File: src/rtl/int_accept_pkg.sv
// rtl/int_accept_pkg.sv - shared state encoding, cause-word layout and address default for int_accept_ctrl
package int_accept_pkg;

  typedef enum logic [2:0] {
    ST_IDLE   = 3'd0,
    ST_REQ    = 3'd1,
    ST_ACTIVE = 3'd2,
    ST_CLR_RD = 3'd3,
    ST_CLR_WR = 3'd4
  } state_e;

  localparam logic [31:0] PEND_ADDR_DEFAULT = 32'h0000_0024;
  localparam int          CAUSE_ID_W        = 8;

  // mcause layout: interrupt flag in bit 31, source ID in the low byte
  function automatic logic [31:0] make_cause(input logic msb, input logic [CAUSE_ID_W-1:0] id);
    return {msb, 23'b0, id};
  endfunction

endpackage

File: src/rtl/int_sync2.sv
// rtl/int_sync2.sv - two-flop synchronizer used when INT_ACCEPT_SYNC_EN is defined
module int_sync2 #(
  parameter int W = 1
) (
  input  logic         clk_i,
  input  logic         rst_i,
  input  logic [W-1:0] d_i,
  output logic [W-1:0] q_o
);

  logic [W-1:0] meta_q;
  logic [W-1:0] sync_q;

  always_ff @(posedge clk_i or posedge rst_i) begin
    if (rst_i) begin
      meta_q <= '0;
      sync_q <= '0;
    end else begin
      meta_q <= d_i;
      sync_q <= meta_q;
    end
  end

  assign q_o = sync_q;

endmodule

File: src/rtl/int_accept_ctrl.sv
// rtl/int_accept_ctrl.sv - interrupt accept/return controller; INT_ACCEPT_SYNC_EN adds an input synchronizer
module int_accept_ctrl
  import int_accept_pkg::*;
#(
  parameter logic [31:0] PEND_ADDR = PEND_ADDR_DEFAULT,
  parameter logic        CAUSE_MSB = 1'b1
) (
  input  logic        clk_i,
  input  logic        rst_i,
  input  logic        irq_i,
  input  logic [7:0]  irq_id_i,
  input  logic        mie_i,
  output logic        int_req_o,
  input  logic        int_ack_i,
  output logic [31:0] int_cause_o,
  input  logic        mret_i,
  output logic        busy_o,
  output logic        spurious_o,
  output logic        reg_re_o,
  output logic        reg_we_o,
  output logic [31:0] reg_addr_o,
  output logic [31:0] reg_wdata_o,
  output logic [3:0]  reg_be_o,
  input  logic [31:0] reg_rdata_i
);

  logic       irq_s;
  logic [7:0] irq_id_s;

`ifdef INT_ACCEPT_SYNC_EN
  int_sync2 #(.W(9)) u_sync (
    .clk_i (clk_i),
    .rst_i (rst_i),
    .d_i   ({irq_i, irq_id_i}),
    .q_o   ({irq_s, irq_id_s})
  );
`else
  assign irq_s    = irq_i;
  assign irq_id_s = irq_id_i;
`endif

  state_e      state_q, state_d;
  logic [7:0]  id_q, id_d;
  logic [31:0] cause_q, cause_d;
  logic [31:0] data_q, data_d;
  logic        spur_q, spur_d;

  always_comb begin
    state_d = state_q;
    id_d    = id_q;
    cause_d = cause_q;
    data_d  = data_q;
    spur_d  = 1'b0;
    case (state_q)
      ST_IDLE: begin
        if (irq_s && mie_i) begin
          state_d = ST_REQ;
          id_d    = irq_id_s;
          cause_d = make_cause(CAUSE_MSB, irq_id_s);
        end
      end
      // ack wins over a simultaneous withdrawal
      ST_REQ: begin
        if (int_ack_i)   state_d = ST_ACTIVE;
        else if (!irq_s) state_d = ST_IDLE;
      end
      ST_ACTIVE: begin
        if (mret_i) begin
          if (id_q[7:5] != 3'b0) begin
            state_d = ST_IDLE;
            spur_d  = 1'b1;
          end else begin
            state_d = ST_CLR_RD;
          end
        end
      end
      ST_CLR_RD: begin
        data_d  = reg_rdata_i;
        state_d = ST_CLR_WR;
      end
      ST_CLR_WR: state_d = ST_IDLE;
      default:   state_d = ST_IDLE;
    endcase
  end

  always_ff @(posedge clk_i or posedge rst_i) begin
    if (rst_i) begin
      state_q <= ST_IDLE;
      id_q    <= '0;
      cause_q <= '0;
      data_q  <= '0;
      spur_q  <= 1'b0;
    end else begin
      state_q <= state_d;
      id_q    <= id_d;
      cause_q <= cause_d;
      data_q  <= data_d;
      spur_q  <= spur_d;
    end
  end

  logic bus_rd, bus_wr;
  assign bus_rd = (state_q == ST_CLR_RD);
  assign bus_wr = (state_q == ST_CLR_WR);

  assign int_req_o   = (state_q == ST_REQ);
  assign busy_o      = (state_q == ST_ACTIVE) || bus_rd || bus_wr;
  assign int_cause_o = cause_q;
  assign spurious_o  = spur_q;
  assign reg_re_o    = bus_rd;
  assign reg_we_o    = bus_wr;
  assign reg_addr_o  = (bus_rd || bus_wr) ? PEND_ADDR : 32'h0;
  assign reg_be_o    = (bus_rd || bus_wr) ? 4'hF : 4'h0;
  assign reg_wdata_o = bus_wr ? (data_q & ~(32'd1 << id_q[4:0])) : 32'h0;

endmodule
File: config.mk
export PLATFORM = sky130hd
export DESIGN_NAME = int_accept_ctrl
export DESIGN_NICKNAME = d
export VERILOG_FILES = /design/src/rtl/int_accept_pkg.sv /design/src/rtl/int_sync2.sv /design/src/rtl/int_accept_ctrl.sv
export SDC_FILE = /design/constraint.sdc
export NUM_CORES = 1
export LEC_CHECK = 0
export BUFFER_PORTS_ARGS = -buffer_cell sky130_fd_sc_hd__buf_2
export CORE_MARGIN = 5
export CORE_UTILIZATION = 48
export DETAILED_ROUTE_END_ITERATION = 7
export GPL_TIMING_DRIVEN = 0
export PLACE_DENSITY = 0.87
export SYNTH_ARGS = -nofsm -noshare
export SYNTH_HDL_FRONTEND = slang
export SYNTH_SLANG_ARGS = --single-unit
export TNS_END_PERCENT = 1
File: constraint.sdc
create_clock -name clk_i -period 2.8 [get_ports clk_i]
set_input_delay 0.7 -clock clk_i [delete_from_list [all_inputs] [get_ports clk_i]]
set_output_delay 0.7 -clock clk_i [all_outputs]
set_load 0.02 [all_outputs]
==> reports/results.tsv <==
stage	metric	value	unit
place	port_buffers	97	
place	gp_congestion	0.879	
cts	cts_tree	yes	
cts	cts_setup_buffers	0	
sta	worst_pin_slew	624	ps
cts	htreeDepth	2	
drt	drc	0	
cells_and_area	fillers	446	
sta	fin_setup_tns	0	ps
global_routing	use_met3	6.71	%
power_and_ir_drop	leakagePower	0.00203	uW
floorplanning	io_pins	151	
global_routing	grt_pass1_wl	10.9	mm
cts	path_clk_slew	90	ps
worst_setup_path	startpoint_type	flop	
worst_setup_path	critPathArrivalTime	1900	ps
cts	insertion_delay	300	ps
worst_setup_path	critPathMaxFanout	10	
place	hpwl	5.43	mm
power_and_ir_drop	ir_drop	0.541	mV
floorplanning	core_area	5410	um2
synthesis	syn_area	2630	um2
drt	via_per_inst	4.63	
synthesis	synthCells	242	
synthesis	ys_warn_count	0	
global_routing	track_usage	19.3	%
worst_setup_path	path_cells	clkbuf_1 > nor3_1 > a31oi_1 > buf_2	
sta	maxSlewHeadroom	58.1	%
sta	finalSetupViolCount	0	
drt	via_count	2185	
worst_setup_path	required	2100	ps
floorplanning	die_w	84.1	um
worst_setup_path	cp_slowest_stage_delay	580	ps
worst_setup_path	critPathKind	flop to output port	
synthesis	synth_edf_count	0	
drt	dr.first_iter.drc_count	67	
global_routing	grt.met2_usage	31.6	%
global_routing	met1_usage	22.8	%
run	cap_violations	0	
global_routing	grt_max_degree	27	
floorplanning	die_h	84.1	um
drt	wirelength	6.79	mm
synthesis	synth_area_per_cell	10.9	um2
cts	root_buffer	clkbuf_8	
sta	fmax	384	MHz
drt	ant_nets	0	
status	run_status	complete, no violations	
cts	clockBufferDepth	2	
global_routing	busiest_layer	met2	
cts	clkSinkCount	45	
drt	wl_per_cell	14.4	um
synthesis	synth_ff_type	dfrtp_1	
power_and_ir_drop	power_density	857	nW/um2
cells_and_area	n_antenna_cell	0	
sta	hold_viol	0	
sta	maxSlewViolCount	0	
sta	fin_crit_sh	92.9	%
drt	first_pass_iters	4	
sta	grt_setup_unrepaired	false	
cells_and_area	final_util	65.3	%
synthesis	synth_cell_types	30	
cts	cts_inserted_buffers	5	
floorplanning	initial_utilization	48.7	%
worst_hold_path	hp-class	input pin to async pin	
synthesis	yosys_register_bits	45	
global_routing	grt_pass1_vias	2207	
floorplanning	fp-row-count	27	
sta	period_minus_slack	2600	ps
cells_and_area	area_growth	34.0	%
cells_and_area	layout-drive-gt1-share	54.8	%
worst_setup_path	cp-end-kind	output port	
global_routing	antenna_found_initial	0	
worst_setup_path	crit_slowest_cell	nor3_1	
synthesis	seq_area_frac_synth	42.8	%
sta	worst_clock_skew	4.77	ps
synthesis	async_flop_share	100	%
global_routing	overflow	0	
floorplanning	die-area	7070	um2
cells_and_area	fin_nets	445	
cts	ctsHoldBuffers	0	
-- stage by stage --
step	instances	hold WS, ps	instance area, um2	worst slack (ps)	power (uW)
after global routing	472	429	3530	40.8	3230
after CTS	472	410	3520	27.3	3020
after detailed placement	464	454	3420	373	2610
final	472	403	3530	199	3030
after global placement	463	447	3400	376	2530
after floorplan	294	458	2830	402	2180
-- what timing repair did --
item / CTS / global route
resized for setup: 0 / 3
hold endpoints to repair: 0 / 0
endpoints found under the setup margin: 0 / 10
-- worst max-delay path, delay by kind of cell, from the launching register on --
kind                   cells  cell delay [ps]
DFF                        1              410
and+or+nand+nor            1              580
buffers and inverters      2              430
AOI/OAI and AO/OA          1              170
-- worst paths after layout --
| kind | from | end | slack [ps] | cells after the start |
|---|---|---|---|---|
| setup / recovery | id_q[1] | reg_wdata_o[24] | 200 | 4 |
| hold / removal | rst_i | data_q[26] | 400 | 2 |
| setup reg to reg | state_q[2] | data_q[7] | 1180 | 4 |
| hold reg to reg | int_cause_o[31] | int_cause_o[31] | 470 | 1 |
| max in group asynchronous | rst_i | data_q[24] | 1900 | 3 |
| min in group clk_i | int_cause_o[31] | int_cause_o[31] | 470 | 1 |
-- routing by layer --
layer  routed length [um]  up-vias
met5                    0        -
met4                  168        0
met3                  752       15
met2                 3280      120
met1                 2590     1007
li1                     -     1043
-- placed cells by master, fill, tap and decap left out, types with 2 or more instances in the layout --
master and instances:
nor2_1 4, inv_1 2, buf_4 58, nor3b_2 2, nand2_1 23, a31oi_1 5, conb_1 53, nor3_1 3
buf_2 102, buf_6 4, o311a_1 4, o211a_1 12, nand2b_1 2, clkbuf_8 5, and3b_1 2, nor2b_1 2
a21oi_1 13, clkinv_4 2, mux2_2 39, clkbuf_1 3, dfrtp_1 45
-- final cells by class --
type	count	area (um2)	share of cell area, %
Multi-Input combinational cell	176	1180	33.6
Clock buffer	5	68.8	1.95
Buffer	70	517	14.6
Sequential cell	45	1130	31.9
Timing Repair Buffer	98	505	14.3
Tap cell	72	90.1	2.55
Clock inverter	3	26.3	0.744
Inverter	3	11.3	0.319
-- cells by family (layout without fill, tap and decap cells) --
logic type | count (synthesis) | after routing | share of synthesized area, %
buf+inv | 73 | 179 | 20.0
flops | 45 | 45 | 42.8
simple gates | 44 | 44 | 8.98
mux | 40 | 40 | 17.1
compound gates | 39 | 39 | 11.0
other cells | 1 | 53 | 0.142
-- Yosys cell counts, types with 2 or more instances --
cell type	instances	area share [%]
nand2_1	23	3.3
a31oi_1	5	1.2
o211a_1	12	4.6
inv_1	3	0.43
and3b_1	2	0.67
buf_2	5	0.95
buf_4	58	17
buf_6	4	1.7
mux2_2	39	17
a21oi_1	13	2.5
dfrtp_1	45	43
nor2_1	4	0.57
nor3b_1	2	0.57
nand2b_1	2	0.47
clkbuf_1	3	0.43
nor2b_1	2	0.47
o311a_1	4	1.5
o21ai_0	2	0.38
nor3_1	3	0.57
-- power breakdown --
group          switching (uW)  leakage (uW)  internal, uW
clock                     236     0.0000487           182
combinational             829       0.00144           623
sequential                196      0.000545           960
total                    1260       0.00203          1760
-- state kept, by name, summed over array words and instances, names as in the netlist --
name / cells
id_q: 7
data_q: 32
int_cause_o: 2
state_q: 3
spurious_o: 1
(Power assumes the default switching activity.)
